**src/rtl/drive_seq_pkg.sv**
```systemverilog
`default_nettype none
// +----------------------------------------------------------------------------+
// | drive_seq_pkg: shared widths, states and helpers for the drive sequencer.  |
// | Revision: 1.0                                                              |
// +----------------------------------------------------------------------------+
package drive_seq_pkg;

   localparam int                 SPEED_W   = 3;
   localparam logic [SPEED_W-1:0] SPEED_MAX = 3'd7;
   localparam logic               DIR_FWD   = 1'b1;
   localparam logic               DIR_REV   = 1'b0;

   localparam logic [2:0] ST_IDLE  = 3'd0;
   localparam logic [2:0] ST_RAMP  = 3'd1;
   localparam logic [2:0] ST_DWELL = 3'd2;
   localparam logic [2:0] ST_RUN   = 3'd3;
   localparam logic [2:0] ST_STALL = 3'd4;

   // One code step toward the target, never wrapping past 0 or SPEED_MAX.
   function automatic logic [SPEED_W-1:0] step_toward(input logic [SPEED_W-1:0] cur,
                                                      input logic [SPEED_W-1:0] tgt);
      logic [SPEED_W-1:0] res;
      res = cur;
      if ((cur < tgt) && (cur != SPEED_MAX))
         res = cur + 1'b1;
      else if ((cur > tgt) && (cur != '0))
         res = cur - 1'b1;
      return res;
   endfunction

   function automatic int tmr_width(input int max_ticks);
      return (max_ticks > 1) ? $clog2(max_ticks) : 1;
   endfunction

endpackage
`default_nettype wire

```
**src/rtl/drive_ramp_channel.sv**
```systemverilog
`default_nettype none
// +----------------------------------------------------------------------------+
// | drive_ramp_channel: one side's applied speed register and stall counter.   |
// | Revision: 1.0                                                              |
// +----------------------------------------------------------------------------+
module drive_ramp_channel
   import drive_seq_pkg::*;
#(
   parameter int STALL_TICKS = 20_000_000
)(
   input  logic               clk,
   input  logic               rst,
   input  logic               i_step,
   input  logic               i_force_zero,
   input  logic               i_oc,
   input  logic [SPEED_W-1:0] i_target,
   output logic [SPEED_W-1:0] o_speed,
   output logic [SPEED_W-1:0] o_speed_step,
   output logic               o_stall_detect
);

   localparam int                c_CNT_W      = tmr_width(STALL_TICKS);
   localparam logic [c_CNT_W-1:0] c_STALL_LAST = c_CNT_W'(STALL_TICKS - 1);

   logic [SPEED_W-1:0] r_speed;
   logic [c_CNT_W-1:0] r_oc_cnt;
   logic               w_oc_active;

   // Overcurrent only counts while the side is actually being driven.
   assign w_oc_active    = i_oc && (r_speed != '0);
   assign o_stall_detect = w_oc_active && (r_oc_cnt == c_STALL_LAST);
   assign o_speed_step   = step_toward(r_speed, i_target);
   assign o_speed        = r_speed;

   always_ff @(posedge clk) begin
      if (rst) begin
         r_speed  <= '0;
         r_oc_cnt <= '0;
      end else begin
         if (i_force_zero)
            r_speed <= '0;
         else if (i_step)
            r_speed <= o_speed_step;

         if (!w_oc_active || o_stall_detect)
            r_oc_cnt <= '0;
         else
            r_oc_cnt <= r_oc_cnt + 1'b1;
      end
   end

endmodule
`default_nettype wire

```
**src/rtl/rover_drive_sequencer.sv**
```systemverilog
`default_nettype none
// +----------------------------------------------------------------------------+
// | rover_drive_sequencer: ramped, reversal-safe, stall-protected drive control|
// | Revision: 1.0                                                              |
// +----------------------------------------------------------------------------+
module rover_drive_sequencer
   import drive_seq_pkg::*;
#(
   parameter int RAMP_TICKS    = 1_000_000,
   parameter int DEAD_TICKS    = 5_000_000,
   parameter int STALL_TICKS   = 20_000_000,
   parameter int LOCKOUT_TICKS = 100_000_000
)(
   input  logic               clock,
   input  logic               reset,
   input  logic               cmd_valid,
   output logic               cmd_ready,
   input  logic [SPEED_W-1:0] cmd_speed_left,
   input  logic [SPEED_W-1:0] cmd_speed_right,
   input  logic               cmd_dir_left,
   input  logic               cmd_dir_right,
   input  logic               oc_left,
   input  logic               oc_right,
   output logic [SPEED_W-1:0] speed_left,
   output logic [SPEED_W-1:0] speed_right,
   output logic               dir_left,
   output logic               dir_right,
   output logic               busy,
   output logic               stall
);

   localparam int c_MAX_A   = (RAMP_TICKS > DEAD_TICKS) ? RAMP_TICKS : DEAD_TICKS;
   localparam int c_MAX_B   = (STALL_TICKS > LOCKOUT_TICKS) ? STALL_TICKS : LOCKOUT_TICKS;
   localparam int c_TMR_W   = tmr_width((c_MAX_A > c_MAX_B) ? c_MAX_A : c_MAX_B);

   logic [2:0]         r_state, w_state_nxt;
   logic [c_TMR_W-1:0] r_tmr;
   logic [SPEED_W-1:0] r_tgt_l, r_tgt_r;
   logic               r_tdir_l, r_tdir_r, r_dir_l, r_dir_r, r_busy, r_stall;
   logic [SPEED_W-1:0] w_eff_l, w_eff_r, w_step_l, w_step_r, w_post_l, w_post_r;
   logic               w_det_l, w_det_r, w_stall_det, w_accept, w_step, w_tmr_clr;
   logic               w_mis_l, w_mis_r, w_to_dwell, w_at_tgt;
   logic               w_ramp_end, w_dead_end, w_lock_end;

   assign w_mis_l = (r_tdir_l != r_dir_l);
   assign w_mis_r = (r_tdir_r != r_dir_r);
   assign w_eff_l = w_mis_l ? '0 : r_tgt_l;
   assign w_eff_r = w_mis_r ? '0 : r_tgt_r;

   assign w_ramp_end = (r_tmr == c_TMR_W'(RAMP_TICKS - 1));
   assign w_dead_end = (r_tmr == c_TMR_W'(DEAD_TICKS - 1));
   assign w_lock_end = (r_tmr == c_TMR_W'(LOCKOUT_TICKS - 1));

   assign w_stall_det = w_det_l || w_det_r;
   assign cmd_ready   = ((r_state == ST_IDLE) || (r_state == ST_RAMP) || (r_state == ST_RUN))
                        && !w_stall_det;
   assign w_accept    = cmd_valid && cmd_ready;
   assign w_step      = (r_state == ST_RAMP) && w_ramp_end && !w_accept && !w_stall_det;

   // Transition decisions look at the speeds as they will be after this edge.
   assign w_post_l   = w_step ? w_step_l : speed_left;
   assign w_post_r   = w_step ? w_step_r : speed_right;
   assign w_to_dwell = (w_mis_l || w_mis_r) && (!w_mis_l || (w_post_l == '0))
                       && (!w_mis_r || (w_post_r == '0));
   assign w_at_tgt   = (w_post_l == w_eff_l) && (w_post_r == w_eff_r);

   always_comb begin
      w_state_nxt = r_state;
      if (w_stall_det)
         w_state_nxt = ST_STALL;
      else begin
         case (r_state)
            ST_IDLE, ST_RUN: if (w_accept) w_state_nxt = ST_RAMP;
            ST_RAMP: begin
               if (w_accept)        w_state_nxt = ST_RAMP;
               else if (w_to_dwell) w_state_nxt = ST_DWELL;
               else if (w_at_tgt)
                  w_state_nxt = ((w_post_l == '0) && (w_post_r == '0)) ? ST_IDLE : ST_RUN;
            end
            ST_DWELL: if (w_dead_end) w_state_nxt = ST_RAMP;
            ST_STALL: if (w_lock_end) w_state_nxt = ST_IDLE;
            default:  w_state_nxt = ST_IDLE;
         endcase
      end
   end

   assign w_tmr_clr = (w_state_nxt != r_state) || w_accept || (r_state == ST_IDLE)
                      || (r_state == ST_RUN) || ((r_state == ST_RAMP) && w_ramp_end);

   always_ff @(posedge clock) begin
      if (reset) begin
         r_state  <= ST_IDLE;
         r_tmr    <= '0;
         r_tgt_l  <= '0;
         r_tgt_r  <= '0;
         r_tdir_l <= DIR_FWD;
         r_tdir_r <= DIR_FWD;
         r_dir_l  <= DIR_FWD;
         r_dir_r  <= DIR_FWD;
         r_busy   <= 1'b0;
         r_stall  <= 1'b0;
      end else begin
         r_state <= w_state_nxt;
         r_busy  <= (w_state_nxt == ST_RAMP) || (w_state_nxt == ST_DWELL)
                    || (w_state_nxt == ST_STALL);
         r_tmr   <= w_tmr_clr ? '0 : r_tmr + 1'b1;
         if (w_stall_det) begin
            r_tgt_l  <= '0;
            r_tgt_r  <= '0;
            r_tdir_l <= r_dir_l;
            r_tdir_r <= r_dir_r;
            r_stall  <= 1'b1;
         end else if (w_accept) begin
            r_tgt_l  <= cmd_speed_left;
            r_tgt_r  <= cmd_speed_right;
            r_tdir_l <= cmd_dir_left;
            r_tdir_r <= cmd_dir_right;
            r_stall  <= 1'b0;
         end
         if ((r_state == ST_DWELL) && w_dead_end && !w_stall_det) begin
            r_dir_l <= r_tdir_l;
            r_dir_r <= r_tdir_r;
         end
      end
   end

   drive_ramp_channel #(.STALL_TICKS(STALL_TICKS)) u_chan_left (
      .clk            (clock),
      .rst            (reset),
      .i_step         (w_step),
      .i_force_zero   (w_stall_det),
      .i_oc           (oc_left),
      .i_target       (w_eff_l),
      .o_speed        (speed_left),
      .o_speed_step   (w_step_l),
      .o_stall_detect (w_det_l)
   );

   drive_ramp_channel #(.STALL_TICKS(STALL_TICKS)) u_chan_right (
      .clk            (clock),
      .rst            (reset),
      .i_step         (w_step),
      .i_force_zero   (w_stall_det),
      .i_oc           (oc_right),
      .i_target       (w_eff_r),
      .o_speed        (speed_right),
      .o_speed_step   (w_step_r),
      .o_stall_detect (w_det_r)
   );

   assign dir_left  = r_dir_l;
   assign dir_right = r_dir_r;
   assign busy      = r_busy;
   assign stall     = r_stall;

endmodule
`default_nettype wire

```
**config.mk**
```make
export PLATFORM = sky130hd
export DESIGN_NAME = rover_drive_sequencer
export DESIGN_NICKNAME = d
export VERILOG_FILES = /design/src/rtl/drive_seq_pkg.sv /design/src/rtl/drive_ramp_channel.sv /design/src/rtl/rover_drive_sequencer.sv
export SDC_FILE = /design/constraint.sdc
export NUM_CORES = 1
export LEC_CHECK = 0
export CAP_MARGIN = 20
export CELL_PAD_IN_SITES_DETAIL_PLACEMENT = 2
export CELL_PAD_IN_SITES_GLOBAL_PLACEMENT = 2
export CORE_MARGIN = 1
export CORE_UTILIZATION = 38
export DETAILED_ROUTE_END_ITERATION = 10
export GPL_ROUTABILITY_DRIVEN = 0
export PLACE_DENSITY = 0.87
export SYNTH_ARGS = -nofsm -noshare
export SYNTH_HDL_FRONTEND = slang
export SYNTH_HIERARCHICAL = 1
export SYNTH_SLANG_ARGS = --single-unit
```
**constraint.sdc**
```tcl
create_clock -name clock -period 5.3 [get_ports clock]
set_input_delay 0.795 -clock clock [delete_from_list [all_inputs] [get_ports clock]]
set_output_delay 0.795 -clock clock [all_outputs]
set_load 0.01 [all_outputs]
```
# Word level (Yosys, flattened, before mapping)
# Index checks and enable logic that the tools add are counted.
[classes]
eq_ne = 19
n_mux = 23
addsub = 7
magnitude_cmp = 4
reduce_logical = 50
[ops]
columns = ["op", "count"]
rows = [
  ["$add A25 B1 Y25 const B", 2],
  ["$eq A25 B25 Y1 const B", 2],
  ["$mux W3", 15],
  ["$add A27 B1 Y27 const B", 1],
  ["$eq A27 B20 Y1 const B", 1],
  ["$eq A27 B23 Y1 const B", 1],
  ["$eq A27 B27 Y1 const B", 1],
  ["$logic_and A1 B1 Y1", 19],
  ["$logic_or A1 B1 Y1", 14],
  ["$pmux W3 S4", 1],
  ["$reduce_or A2 Y1", 5],
  ["$eq A3 B2 Y1 const B", 3],
  ["$logic_not A3 Y1", 3],
  ["$add A3 B1 Y3 const B", 2],
  ["$eq A3 B1 Y1 const B", 2],
  ["$eq A3 B3 Y1", 2],
  ["$eq A3 B3 Y1 const B", 2],
  ["$gt A3 B3 Y1", 2],
  ["$logic_not A1 Y1", 6],
  ["$lt A3 B3 Y1", 2],
  ["$mux W1", 6],
  ["$ne A3 B3 Y1 const B", 2],
  ["$reduce_bool A3 Y1", 2],
  ["$sub A3 B1 Y3 const B", 2],
  ["4 further kinds", 5],
]
[word_totals]
output_inout_bits = 11
input_bits = 13
wordCells = 117
ff_bits = 98

# Logic depth before layout (Yosys ltp)
[depth]
ltp_word = 25
mapped_depth = 19
ltp_nobuf = 17

# By module
# Netlist, hierarchy kept.
[by_module_without_submodules]
columns = ["module", "cells_each", "instances", "area_each_um2", "seq_area_each_um2"]
rows = [
  ["drive_ramp_channel", 182, 2, 1567.8, 560.5],
  ["rover_drive_sequencer", 306, 1, 2635.0, 840.8],
]

# Worst setup path after synthesis
# No wires, ideal clock.
[synth_path]
path_type = "flip-flop to flip-flop"
from = "register r_dir_l (netlist: dir_left)"
to = "register r_tmr[9]"
setup_time_ps = 64
synth_period_minus_slack_ps = 3838
stages_incl_launch_ff = 19
setup_slack_ps = 1462
path_buffers = 2
t_arrival_ps = 3774
t_required_ps = 5236
path_cell_list = "dfxtp_1 xnor2_1 nand2_1 inv_1 inv_1 ha_1 a21oi_1 a211o_1 mux2i_1 a31oi_1 nor3_1 nor4b_1 a211o_2 a2111oi_4 o22ai_2 a221o_1 buf_6 buf_12 nor2_4"
[synth_via]
elab_chain_cells = 21
[synth_lines]
columns = ["element", "line_no", "rtl"]
rows = [
  ["from (decl)", "rover_drive_sequencer.sv:39", "logic r_tdir_l, r_tdir_r, r_dir_l, r_dir_r, r_busy, r_stall;"],
  ["from (signal assigned)", "rover_drive_sequencer.sv:121", "r_dir_l <= r_tdir_l;"],
  ["$ne A1 B1 Y1 (*)", "rover_drive_sequencer.sv:45", "assign w_mis_l = (r_tdir_l != r_dir_l);"],
  ["$mux W3 (*)", "rover_drive_sequencer.sv:47", "assign w_eff_l = w_mis_l ? '0 : r_tgt_l;"],
  ["net w_eff_l[2]", "rover_drive_sequencer.sv:40", "logic [SPEED_W-1:0] w_eff_l, w_eff_r, w_step_l, w_step_r, w_post_l, w_post_r;"],
  ["$gt A3 B3 Y1", "drive_seq_pkg.sv:26", "else if ((cur > tgt) && (cur != '0))"],
  ["$logic_and A1 B1 Y1", "drive_seq_pkg.sv:26", ""],
  ["$mux W3", "drive_seq_pkg.sv:26", ""],
  ["$mux W3 (*)", "drive_seq_pkg.sv:24", "if ((cur < tgt) && (cur != SPEED_MAX))"],
  ["net w_step_l[1]", "rover_drive_sequencer.sv:40", ""],
  ["[... 5 more ...]", "--", ""],
  ["$mux W3 (*)", "rover_drive_sequencer.sv:76", "else if (w_to_dwell) w_state_nxt = ST_DWELL;"],
  ["$mux W3 (*)", "rover_drive_sequencer.sv:75", "if (w_accept) w_state_nxt = ST_RAMP;"],
  ["$pmux W3 S4 (*)", "rover_drive_sequencer.sv:72", "case (r_state)"],
  ["$mux W3 (*)", "rover_drive_sequencer.sv:69", "if (w_stall_det)"],
  ["$ne A3 B3 Y1 (*)", "rover_drive_sequencer.sv:87", "assign w_tmr_clr = (w_state_nxt != r_state) || w_accept || (r_state == ST_IDLE)"],
  ["$logic_or A1 B1 Y1 (*) (2 in a row)", "rover_drive_sequencer.sv:87", ""],
  ["$logic_or A1 B1 Y1 (*) (2 in a row)", "rover_drive_sequencer.sv:88", "|| (r_state == ST_RUN) || ((r_state == ST_RAMP) && w_ramp_end);"],
  ["$reduce_or A2 Y1 (no source line) (*)", "--", ""],
  ["to (signal assigned)", "rover_drive_sequencer.sv:106", "r_tmr <= w_tmr_clr ? '0 : r_tmr + 1'b1;"],
  ["to (decl)", "rover_drive_sequencer.sv:37", "logic [c_TMR_W-1:0] r_tmr;"],
]
# The timed path passes the listed nets; every way through them passes the cells marked *.
# A chain may end at the register's enable or synchronous reset.

# Final worst setup path
[layout_path]
from = "register r_dir_l (netlist: dir_left)"
to = "register r_tmr[24]"
# The elaborated chain is that of the path after synthesis.

==> metrics.yaml <==
status: "completed"
syn2layout_area_growth_pct: 11.1
reg2reg_depth: 18
synth_cell_types: 66
hold_class: "flip-flop to flip-flop"
synth_cells: 670
die_w_um: 125
yosysWarnings: 6
synth_top_area_frac: 0.340
drive_gt1_frac: 0.113
firstDrtPassIters: 4
htreeDepth: 3
post-dp-hpwl_um: 12800
rsz0062_at_grt: "false"
drtIter0Drc: 218
ys_seq_area_frac: 0.340
p_leak_nw: 2.04
r2r_setup_slack_ps: 510
synth_edf_count: 0
viasPerCell: 5.94
clock_latency_ps: 360
worstHoldStart: "r_tgt_r[1]"
synth_area_um2: 5770
dr_total_vias: 5199
synth-seq-cells: 98
grt_use_met1: 0.292
portBuffers: 23
cts.sinks: 98
crit_required_ps: 5540
crit_path_max_fanout: 17
r2r-end: "r_tmr[24]"
min_to: "r_tgt_r[1]"
powerDensity_nw_per_um2: 235
root_buffer: "clkbuf_16"
hold_depth: 2
start_util: 0.393
grt_pass1_vias: 5802
ioPinCount: 24
drv_slew: 0
grt-busiest-layer: "met2"
cts.clk_slew.worst_paths_ps: 70
async_flop_share: 0
gr-usage-met3: 0.0227
rows: 44
syn_nets: 700
die_area_um2: 15700
nets: 716
grt_use_total: 0.243
cp-end-kind: "flip-flop"
fp.coreArea_um2: 14700
cts_buffers: 9
grt_pass1_wl_um: 30600
timing.final.crit_share: 0.903
crit_chain: "xnor2_2, nand2_1, inv_1, inv_1, ha_1, a21oi_1, a211o_1, mux2i_1, a31oi_1, nand2b_1, a31oi_1, a2111oi_0, nor4b_1, a21oi_1, o31ai_1, a221o_2, buf_12, nor2_1"
grt_start_max_net_pins: 20
worst_clock_skew_ps: 7.78
arrival_ps: 5030
ant_nets: 0
max_cap_viol_count: 0
max_freq_ghz: 0.209
die_y_um: 125
clock_path_buffers: 2
post-cts-setup-buffers: 0
worst_pin_slew_ps: 940
antenna_found_initial: 0
overflow: 0
synth_area_per_cell_um2: 8.61
start_kind: "flip-flop"
synth_top_area_cell: "dfxtp_1"
wl_per_cell_um: 20.6
r2r-start: "dir_left"
tns_ps: 0
synth_area_leaders: "dfxtp_1 (34%), nand2_1 (4.7%), xor2_1 (4.6%)"
max_stage_delay_ps: 520
dp_slack_ps: 410
fin_ws_ps: 512
dominantRegCellSynth: "dfxtp_1"
ctsHoldBuffers: 0
finalSetupViolations: 0
wirelength_um: 18000
hold_violations: 0
ir_drop_uv: 149
met2_usage: 0.440
slowest_stage: "a221o_2"
max-slew-margin-rel: 0.368
cts_tree: "done"
path_class: "flip-flop to flip-flop"
n_antenna_cell: 0
post-route-drc-count: 0
period_needed_ps: 4790
==> kinds of logic (layout without fill, tap and decap cells) <==
family          after synthesis  count (layout)  synth area share
buf+inv                      47              68            0.0425
simple gates                324             324             0.344
xor+xnor                     54              54            0.0820
mux                           7               7            0.0121
compound gates              123             123             0.142
fa+ha+maj                    17              17            0.0369
flops                        98              98             0.340
==> what timing repair did <==
item	4_1_cts	5_1_grt
endpoints found under the hold margin	0	0
endpoints found under the setup margin	0	17
gates resized for setup	0	1
==> Yosys cell counts (5+ instances only) <==
master     n
dfxtp_1   98
nand2_1   73
nor2_1    53
a21oi_1   43
xor2_1    30
nand3_1   28
inv_1     26
o21ai_0   24
xnor2_1   24
nor2_4    19
nor3_1    19
nand4_1   18
ha_1      17
or4_1     14
o31ai_1   12
and3_1    11
a31oi_1   10
nor4_1    10
nand2b_1   9
a211o_1    7
and4_1     7
mux2i_1    7
nor4b_1    7
or3_1      7
clkbuf_1   6
or3_2      6
buf_2      5
nand4_4    5
==> per-stage QoR <==
stage / power, mW / utilization / std cells / hold slack [ps] / area (um2)
floorplan: 0.838 / - / 670 / 426 / 5770
detailed placement: 0.872 / 0.416 / 859 / 461 / 6120
finish: 1.51 / 0.436 / 875 / 470 / 6410
CTS: 1.52 / 0.436 / 875 / 472 / 6410
global placement: 0.865 / 0.416 / 859 / 440 / 6120
global route: 1.56 / 0.436 / 875 / 497 / 6410
==> final cells by class <==
cell class | count | area [um2]
Clock inverter | 5 | 37.5
Timing Repair Buffer | 25 | 258
Tap cell | 184 | 230
Inverter | 27 | 101
Sequential cell | 98 | 1960
Multi-Input combinational cell | 525 | 3570
Fill cell | 1621 | 8290
Clock buffer | 11 | 253
==> per-layer routing <==
layer	routed length, um	up-vias
li1	-	2483
met1	7930	2623
met2	9370	63
met3	322	30
met4	432	0
met5	0	-
==> where the power goes <==
group          switching [mW]  internal (mW)
clock                   0.305          0.346
sequential            0.00873          0.742
combinational          0.0642         0.0432
total                   0.378           1.13
==> layout by cell type (no fill, tap or decap), types with 5 or more instances in the layout <==
cell type,instances
nor2_1,53
and4_1,7
o31ai_1,12
a211o_1,7
a31oi_1,10
nor4_1,10
a21oi_1,43
nand4_1,18
nor4b_1,7
nand2_1,73
clkdlybuf4s50_1,23
nor2_4,19
nor3_1,19
dfxtp_1,98
and3_1,11
inv_1,26
xnor2_1,23
nand4_4,5
or3_1,7
nand3_1,28
ha_1,17
or4_1,14
o21ai_0,24
clkbuf_16,9
or3_2,6
mux2i_1,7
xor2_1,30
nand2b_1,9
==> worst max-delay path by stage <==
stage | start | slack (ps) | end | cells after the start
5_1_grt | dir_left | 120 | r_tmr[24] | 18
6_report | dir_left | 510 | r_tmr[24] | 18
4_1_cts | dir_left | 310 | r_tmr[24] | 18
2_1_floorplan | dir_left | 1460 | r_tmr[9] | 18
3_5_place_dp | dir_left | 410 | r_tmr[24] | 18
3_3_place_gp | dir_left | 820 | r_tmr[2] | 18
==> state kept, by name, indices dropped and copies added, names as in the netlist, 3 cells and up <==
signal,cells
r_tmr,27
u_chan_left/r_oc_cnt,25
u_chan_right/r_oc_cnt,25
r_state,3
r_tgt_l,3
r_tgt_r,3
u_chan_left/o_speed,3
u_chan_right/o_speed,3
==> critical path, delay by kind of cell (launching register included) <==
| kind | cells | cell delay, ps |
|---|---|---|
| AO/OA/AOI/OAI | 8 | 2350 |
| multiplexers | 1 | 130 |
| AND/OR/NAND/NOR | 4 | 650 |
| adder cells (fa/ha/maj) | 1 | 320 |
| flip-flops | 1 | 390 |
| buffers and inverters | 3 | 420 |
| XOR/XNOR | 1 | 390 |
No activity file was read; power rests on OpenSTA's default activity.
